`config.mk`:
```
export PLATFORM = sky130hd
export DESIGN_NAME = mux_skid_stage
export DESIGN_NICKNAME = d
export VERILOG_FILES = /design/src/rtl/mux_skid_stage.sv
export SDC_FILE = /design/constraint.sdc
export NUM_CORES = 1
export LEC_CHECK = 0
export ABC_AREA = 1
export CAP_MARGIN = 10
export CORE_MARGIN = 2
export CORE_UTILIZATION = 49
export DETAILED_ROUTE_END_ITERATION = 16
export PLACE_DENSITY_LB_ADDON = 0.3
export SYNTH_ARGS = -nofsm -noshare
export SYNTH_HDL_FRONTEND = slang
export SYNTH_SLANG_ARGS = --single-unit
```
`constraint.sdc`:
```
create_clock -name clk -period 3.75 [get_ports clk]
set_input_delay 1.125 -clock clk [delete_from_list [all_inputs] [get_ports clk]]
set_output_delay 1.125 -clock clk [all_outputs]
set_load 0.01 [all_outputs]
```
`src/rtl/mux_skid_stage.sv`:
```
// N-way word selector feeding a 2-entry skid buffer with valid/ready handshake.
// Main entry drives out_data directly; the skid entry absorbs one beat while the output stalls.
module mux_skid_stage #(
    parameter int unsigned      WIDTH       = 32,
    parameter int unsigned      N_IN        = 3,
    parameter int unsigned      SEL_W       = 2,
    parameter logic [WIDTH-1:0] DEFAULT_VAL = '0
) (
    input  logic                  clk,
    input  logic                  rst_n,
    input  logic [N_IN*WIDTH-1:0] in_data,
    input  logic [SEL_W-1:0]      in_sel,
    input  logic                  in_valid,
    output logic                  in_ready,
    input  logic                  flush,
    output logic [WIDTH-1:0]      out_data,
    output logic                  out_valid,
    input  logic                  out_ready,
    output logic                  sel_err,
    input  logic                  err_clr
);

    typedef enum logic [1:0] {
        EMPTY = 2'd0,
        ONE   = 2'd1,
        TWO   = 2'd2
    } state_t;

    state_t            state, state_n;
    logic [WIDTH-1:0]  s_data, s_data_n;
    logic [WIDTH-1:0]  m_data_n;
    logic              in_ready_n;
    logic              out_valid_n;
    logic              sel_err_n;
    logic [WIDTH-1:0]  sel_word_c;
    logic              sel_bad_c;
    logic              accept_c;
    logic              pop_c;

    // Word selection; out-of-range selects fall back to DEFAULT_VAL.
    always_comb begin
        sel_word_c = DEFAULT_VAL;
        for (int unsigned k = 0; k < N_IN; k++) begin
            if (in_sel == SEL_W'(k)) begin
                sel_word_c = in_data[k*WIDTH +: WIDTH];
            end
        end
        sel_bad_c = (32'(in_sel) >= 32'(N_IN));
    end

    assign accept_c = in_valid & in_ready;
    assign pop_c    = out_valid & out_ready;

    // Next-state and datapath update; flush overrides every transition.
    always_comb begin
        state_n   = state;
        m_data_n  = out_data;
        s_data_n  = s_data;
        sel_err_n = sel_err;

        unique case (state)
            EMPTY: begin
                if (accept_c) begin
                    state_n  = ONE;
                    m_data_n = sel_word_c;
                end
            end
            ONE: begin
                if (accept_c && pop_c) begin
                    m_data_n = sel_word_c;
                end else if (accept_c) begin
                    state_n  = TWO;
                    s_data_n = sel_word_c;
                end else if (pop_c) begin
                    state_n = EMPTY;
                end
            end
            TWO: begin
                if (pop_c) begin
                    state_n  = ONE;
                    m_data_n = s_data;
                end
            end
            default: state_n = EMPTY;
        endcase

        if (flush) begin
            state_n  = EMPTY;
            m_data_n = out_data;
            s_data_n = s_data;
        end

        // Set beats clear when both happen together.
        if (accept_c && sel_bad_c && !flush) begin
            sel_err_n = 1'b1;
        end else if (err_clr) begin
            sel_err_n = 1'b0;
        end

        in_ready_n  = (state_n != TWO);
        out_valid_n = (state_n != EMPTY);
    end

    always_ff @(posedge clk or negedge rst_n) begin
        if (!rst_n) begin
            state     <= EMPTY;
            out_data  <= '0;
            s_data    <= '0;
            in_ready  <= 1'b1;
            out_valid <= 1'b0;
            sel_err   <= 1'b0;
        end else begin
            state     <= state_n;
            out_data  <= m_data_n;
            s_data    <= s_data_n;
            in_ready  <= in_ready_n;
            out_valid <= out_valid_n;
            sel_err   <= sel_err_n;
        end
    end

endmodule

```
==> flow_results.org <==
** Yosys
- Nets in the synthesized netlist :: 653
- The number of different library cells used by synthesis comes to 18.
- Ys Warns :: 0
- Average instance area after synthesis :: 6.96 um2
- The mapped netlist covers 0.00382 mm2.
- Sequential-to-total area share from yosys stat :: 0.452
- Number of instances in the synthesized netlist :: 549
- Yosys reg bits :: 69

** Critical path
- Largest delay contributor family on the critical path :: buffers and inverters
- The worst setup path is launched from an input pin.
- STA puts the critical path data arrival time at 3.18 ns.
- WS Path Type :: in2reg
- Along the worst path, the maximum fanout reaches 32.
- For this run, the slowest stage of the critical path takes 0.82 ns.
- The critical path goes through clkdlybuf4s50_1 -> buf_4 -> inv_1 -> nand3_1 -> nand3_1 -> nand2_1 -> nand2_1.
- Combined buffer and inverter count along the critical path :: 3
- The worst register-to-register path has a setup slack of 1.94 ns.
- At the worst endpoint, the required time is 4.01 ns.
- Worst Setup End Kind :: register
- Standard cell with the maximum stage delay on the critical path :: inv_1

** Routing
- After detailed routing, the number of vias per cell comes to 5.43.
- The detailed router placed 4225 vias in this run.
- Starting DRC count in detailed routing :: 311
- Number of detailed-route iterations in the first pass :: 5
- Wire length per cell :: 14.3 um
- Wirelength, routed :: 11100 um
- The detail route stage leaves a number of antenna-violating nets equal to 0.
- After detailed routing, the number of remaining DRC violations is 0.

** Final layout
- Total Nets Final :: 775
- Proportion of layout cells with a drive suffix above 1 :: 0.0459
- The count of cells in the finished layout, fillers not included, comes to 778.
- Inserted Diodes :: 0
- Leaving out fill and tap cells, the most frequent cell in the layout is nand2_1.
- The layout has 624 filler cells.
- Compared with the post-synthesis result, the final layout area differs by 41.6%.
- Highest-count cells in the layout ignoring fill and taps :: 230 x nand2_1, 137 x clkdlybuf4s50_1, 99 x nand3_1, 68 x dfrtp_1, 64 x nor2_1

** Placement
- At the end of routability-driven placement, the weighted congestion stood at 0.874.
- Worst setup slack before clock tree synthesis :: 0.599 ns
- Placed instance count :: 761
- Hpwl dp :: 7450 um
- Number of buffer cells added on primary ports :: 138

** Floorplanning
- Area enclosed by the die boundary :: 0.00852 mm2
- Width of the die :: 92.3 um
- Initial core utilization :: 0.499
- 139 I/O pins were placed.
- The core region is 0.00765 mm2.
- Y dimension of the die :: 92.3 um
- The initialized floorplan defines 32 standard-cell rows.

** Clocking
- Number of clock buffers inserted by TritonCTS :: 9
- CTS Root Buffer Type :: clkbuf_8
- Clock latency reported for the late side of the worst-skew pair :: 0.33 ns
- The clock net in this run drives a total of 69 sinks.
- The H-tree was split into 3 levels.
- Number of buffers on the longest clock path :: 2
- Clock-pin slew was measured on the worst setup and hold paths at 0.07 ns.
- Clock tree from TritonCTS :: done
- Setup Fix Bufs, Post-CTS :: 0
- After clock tree synthesis, the flow added hold-fix buffers numbering 0.
- Count of instances resized after the clock tree is built :: 0

** STA
- Summed over all failing endpoints, the final setup total negative slack is 0 ns.
- After layout, the worst setup slack is 0.833 ns.
- Share of the clock period used by the worst path after layout :: 0.778
- Endpoints failing setup :: 0
- For the pin with the worst max-slew slack, the measured transition is 1.11 ns.
- Headroom to the max-slew limit came out at 0.261.
- Clock skew after layout :: 0.00843 ns
- Final hold analysis gives a worst-case slack of 0.476 ns.
- Clock period minus final worst setup slack :: 2.92 ns
- The total count of hold-check failures in the final report was 0.
- Fmax :: 343 MHz
- The number of max-slew violations in the final report came to 0.
- Setup repair after global routing left no endpoint under its margin.

** Global route
- Largest net degree at the start of global routing :: 66
- Global-route wire length before repair :: 18600 um
- The total overflow left after global routing is 0.
- Total global routing track utilization :: 0.271
- Via count of the first global-routing pass :: 3980
- Antenna violations before repair :: 0

** Flow run
- Across the run, the number of max-cap violations was 0.

** Hold path
- Tightest Hold Check Type :: reg2reg

** Pwr
- Worst supply voltage drop on vdd :: 0.246 mV
- Total chip power :: 2.90 mW
- Power density cells :: 536 mW/mm2
- Leakage component of the power :: 2.80 nW

** Status
- The flow ran to the end, and the final reports show no timing, DRC or antenna violations.
==> sequential cells by signal, summed over array words and instances, names as in the netlist <==
| register | cells |
|---|---|
| state | 2 |
| s_data | 32 |
| sel_err | 1 |
| out_valid | 1 |
| out_data | 32 |
| in_ready | 1 |
==> cell usage after synthesis (all sizes together) <==
cell	count	area, um2
a21oi	1	8.76
buf	35	190
clkbuf	2	7.51
dfrtp	68	1700
dfstp	1	26.3
inv	9	33.8
nand2	231	867
nand3	100	505
nand3b	1	7.51
nand4	33	206
nor2	66	253
o21ai	1	5.00
o22ai	1	6.26
==> area by class of cell <==
type | count | area [um2] | area share
multi-input cells | 434 | 1860 | 0.344
flip-flops and latches | 69 | 1730 | 0.319
repair buffers | 148 | 1480 | 0.273
clock buffers | 15 | 176 | 0.0326
well taps | 102 | 128 | 0.0236
inverters | 9 | 33.8 | 0.00625
clock inverters | 1 | 5.00 | 0.000925
==> metal layers <==
| layer | part of all wire | routed length [um] | up-vias | GRT usage |
|---|---|---|---|---|
| li1 | - | - | 2035 | - |
| met1 | 0.41 | 4540 | 1944 | 0.363 |
| met2 | 0.48 | 5300 | 220 | 0.441 |
| met3 | 0.094 | 1050 | 26 | 0.0493 |
| met4 | 0.019 | 208 | 0 | 0.101 |
| met5 | 0 | 0 | - | 0 |
==> per-stage QoR <==
step | utilization | area (um2)
CTS | 0.705 | 5390
detailed placement | 0.681 | 5210
floorplan | - | 3820
finish | 0.707 | 5410
global route | 0.707 | 5410
global placement | 0.681 | 5210
==> where the power goes <==
| group | internal, mW | leakage (nW) | switching (mW) |
|---|---|---|---|
| combinational | 0.559 | 1.82 | 0.514 |
| sequential | 1.08 | 0.887 | 0.192 |
| clock | 0.295 | 0.0937 | 0.262 |
| total | 1.93 | 2.80 | 0.968 |
==> final timing paths <==
check | from | to | depth (start not counted)
max | in_sel[1] | s_data[12] | 7
min | s_data[23] | s_data[23] | 2
max reg2reg | in_ready | out_data[2] | 7
min reg2reg | s_data[23] | s_data[23] | 2
max in group asynchronous | rst_n | in_ready | 2
min in group asynchronous | rst_n | s_data[17] | 1
==> kinds of logic (layout without fill, tap and decap cells) <==
logic type / after synthesis / after routing / share of synthesized area
compound gates: 3 / 3 / 0.00524
simple gates: 431 / 431 / 0.482
buf+inv: 46 / 173 / 0.0606
flops: 69 / 69 / 0.452
==> tightest hold or removal path: stages (launching register included) <==
cell and delay [ns]:
dfrtp_1 0.35, nand2_1 0.05, nand2_1 0.05
No activity file was read; power rests on OpenSTA's default activity.
==> RTL change 1, RTL diff (config.mk and constraints unchanged) <==
Make the reset (`rst_n`) synchronous in one clocked block.
--- a/src/rtl/mux_skid_stage.sv
+++ b/src/rtl/mux_skid_stage.sv
@@ -103,3 +103,3 @@
 
-    always_ff @(posedge clk or negedge rst_n) begin
+    always_ff @(posedge clk) begin
         if (!rst_n) begin
Check against the original RTL: differs if rst_n is asserted again (counterexample within 4 cycles, from zero or initial values and one cycle with rst_n low); with rst_n held inactive, the same outputs for 10 cycles.
==> RTL change 1 against the unedited design <==
Synthesized cell count grew 25%; wire length grew 3.3%; critical path type unchanged; setup slack gained 160 ps; first-iteration DRC count shrank 32%; final area grew 3.2%; synthesized area grew 2.7%; sequential cell count is the same.
Power is not compared: it rests on default switching activity, and its combinational part moved more than twofold at a synthesized area within 25%.
==> RTL change 1: results <==
[grt]
grt_start_max_net_pins = 63
antenna_found_initial = 0
use_met1_pct = 30.9
use_met2_pct = 47.7
track_usage_pct = 26.4
grtUsageMet3_pct = 5.40
grt_pass1_vias = 4167
grt_pass1_wl_mm = 18.5

[placed_design]
dp_cells = 900
post-dp-hpwl_mm = 7.69
gp_congestion = 0.758

[worst_setup_path]
rr_startpoint = "state[1]$_SDFF_PN0_"
r2r_slack_ps = 1900
cp_top_family = "simple AND/OR/NAND/NOR gates"
worstPathArrival_ps = 3040
worst-path-max-fanout = 19
crit_start = "in_sel[0]"
crit_path_max_incr_delay_ps = 530
cp_slowest_cell = "nor2_2"

[route]
dr.pass1.iters = 6
avgRoutedWirePerCell_um = 12.5
drt_iter0_drc = 210

[finish]
layout-drive-gt1-share_pct = 4.30
final_cells = 916
nets = 913

[synth]
yosysSeqAreaShare_pct = 35.2
synth_nets = 792
synthTopCellsByCount = "297 x nand2_1, 135 x nor2_1, 69 x dfxtp_1"
syn-instance-count = 688
ys_top_cells_by_area = "dfxtp_1 35%, nand2_1 28%, nor2_1 13%, inv_1 6.2%, o21bai_1 6.1%"
ys.flop_type = "dfxtp_1"
synth.distinct_cells = 18
synth_compound_area_share_pct = 6.51
synth_xor_area_share_pct = 0
postSynth.asyncResetShare_pct = 0

[status]
status = "completed"

[sta]
worst_pin_slew_ps = 791
whs_ps = 466
clock_skew_ps = 10.1

[cts]
post_cts_resized = 0
clk_pin_slew_ps = 70

[power_and_ir_drop]
cellLeakagePower_nw = 2.75

[min_path]
hp-start = "sel_err$_SDFFE_PN0P_"
[RTL change 1: cell count changes in the layout (fill, tap and decap cells not counted), moves of 7 or more]
cell / change
nand4_1: -32
nor2_1: +68
nand3_1: -63
inv_1: +57
dfrtp_1: -68
nand2_1: +67
o21bai_1: +32
clkinv_1: +7
dfxtp_1: +69
[RTL change 1: worst paths after layout]
| kind | end | depth (start not counted) |
|---|---|---|
| max | out_data[26]$_SDFFE_PN0P_ | 9 |
| min | sel_err$_SDFFE_PN0P_ | 2 |
| max reg2reg | out_data[3]$_SDFFE_PN0P_ | 9 |
| min reg2reg | sel_err$_SDFFE_PN0P_ | 2 |
[RTL change 1: logic make-up after synthesis]
| logic type | count (synthesis) |
|---|---|
| AND/OR/NAND/NOR | 473 |
| buffers and inverters | 111 |
| AO/OA/AOI/OAI | 35 |
| flip-flops | 69 |
[RTL change 1: through the flow]
stage                     utilization, %  instance area (sq um)  total power [mW]
final                               72.2                   5580              1.92
after global routing                72.2                   5580              2.02
after CTS                           72.2                   5580              1.93
after floorplan                        -                   3920              1.02
after detailed placement            69.2                   5350              1.24
after global placement              69.2                   5350              1.23
[RTL change 1: layout make-up]
class	count	area (sq um)
repair buffers	147	1460
flip-flops and latches	69	1380
inverters	74	278
fillers	630	2150
multi-input cells	508	2100
clock buffers	11	151
clock inverters	5	82.6
well taps	102	128
[RTL change 1: routing by layer]
| layer | vias up | wire [um] |
|---|---|---|
| li1 | 2279 | - |
| met1 | 1985 | 4830 |
| met2 | 118 | 5900 |
| met3 | 16 | 531 |
| met4 | 0 | 208 |
| met5 | - | 0 |
[RTL change 1: power by group]
group          leakage (nW)  internal [mW]  switching (mW)
clock network         0.120          0.412           0.283
logic                  2.06          0.228           0.208
registers             0.563          0.773          0.0203
total                  2.75           1.41           0.511
[RTL change 1: worst reg2reg max path, stage by stage (launching register included)]
cell and delay [ps]:
dfxtp_1 380, inv_2 70, nor2_2 80, buf_4 360, nand2_1 100, nand3_1 120
buf_4 380, o21bai_1 110, nand2_1 80, nor2_1 60
==> RTL change 2, RTL diff (config.mk and constraints unchanged) <==
Made on the original files. Change the parameter `N_IN` from 3 to 6.
--- a/src/rtl/mux_skid_stage.sv
+++ b/src/rtl/mux_skid_stage.sv
@@ -4,3 +4,3 @@
     parameter int unsigned      WIDTH       = 32,
-    parameter int unsigned      N_IN        = 3,
+    parameter int unsigned      N_IN        = 6,
     parameter int unsigned      SEL_W       = 2,
Ports: changed (resized in_data); port bits go from 139 to 235. The function was not compared with the original's and may differ.
==> RTL change 2 against the unedited design <==
Sequential cell count shrank 1; clock skew is essentially flat; final area grew 13%; power shrank 0.25%; synthesized area grew 12%; critical path type unchanged; core utilization grew 0.41 points; largest cell class unchanged; setup slack lost 48 ps; synthesized cell count grew 25%; sequential power shrank 6%; largest power group unchanged; wire length grew 17%.
==> RTL change 2: results <==
[synth]
yosysSeqAreaShare_pct = 39.7
synth.distinct_cells = 17
ys_top_cells_by_area = "dfrtp_1 39%, nand2_1 26%, nand3_1 12%, nor2_1 8.4%, nor3_1 3.7%"
synthTopCellsByCount = "298 x nand2_1, 99 x nand3_1, 96 x nor2_1"

[grt]
track_usage_pct = 27.9
grt_pass1_wl_mm = 21.9
grt_pass1_vias = 4796

[worst_setup_path]
r2r_end = "out_data[8]$_DFFE_PN0P_"
ff2ff_path_depth = 6

[placed_design]
post-dp-hpwl_mm = 9.02
port_buffers = 168
gp_congestion = 0.857

[sta]
worst_pin_slew_ps = 1220
clock_skew_ps = 8.75

[route]
drt_iter0_drc = 316
dr.pass1.iters = 4
drt_wl_total_mm = 13.0
wl_met1_mm = 5.24

[min_path]
whs_endpoint = "out_data[6]$_DFFE_PN0P_"

[cts]
clk_latency_ps = 350

[finish]
nets = 1029
layout-drive-gt1-share_pct = 4.56

[power_and_ir_drop]
peakVddDrop_v = 0.000270
seq-power_mw = 1.19

[status]
status = "completed"
==> RTL change 2: cell types whose count changed in the layout (fill, tap and decap cells not counted), moves of 28 or more <==
cell and delta:
inv_1 +28, nor2_1 +32, nor3_1 +32, clkdlybuf4s50_1 +29, nand2_1 +67, nand4_1 -31
==> RTL change 2: stage by stage <==
step | hold slack, ps | setup WS (ps) | utilization [%] | std cells | instance area, sq um
after floorplan | 450 | 1760 | - | 684 | 4290
after global routing | 509 | 554 | 71.1 | 942 | 6110
after global placement | 462 | 475 | 68.8 | 926 | 5910
after CTS | 486 | 765 | 71.1 | 942 | 6110
final | 478 | 785 | 71.1 | 942 | 6110
after detailed placement | 465 | 412 | 68.8 | 926 | 5910
==> RTL change 2: area by class of cell <==
class,instances,area (sq um)
fillers,730,2480
multi-input cells,533,2190
repair buffers,177,1740
well taps,108,135
inverters,40,150
clock buffers,9,124
clock inverters,7,75.1
flip-flops and latches,68,1700
==> RTL change 2: worst max-delay path by stage <==
stage,slack [ps],endpoint,cells past startpoint,startpoint
finish,790,out_data[18]$_DFFE_PN0P_,8,in_sel[0]
global route,550,out_data[20]$_DFFE_PN0P_,8,in_sel[0]
CTS,770,out_data[18]$_DFFE_PN0P_,8,in_sel[0]
detailed placement,410,out_data[18]$_DFFE_PN0P_,8,in_sel[0]
global placement,470,out_data[21]$_DFFE_PN0P_,8,in_sel[0]
floorplan,1760,out_data[0]$_DFFE_PN0P_,9,in_sel[0]
==> RTL change 2: cells by family after synthesis <==
| logic type | share of synthesized area [%] |
|---|---|
| and+or+nand+nor | 50.6 |
| buffers and inverters | 9.36 |
| DFF | 39.7 |
| AOI/OAI and AO/OA | 0.204 |
| other | 0.0874 |
==> RTL change 2: worst max-delay path: cells and delay by family <==
family | cells | cell delay (ps)
buf+inv | 2 | 930
simple gates | 6 | 1170
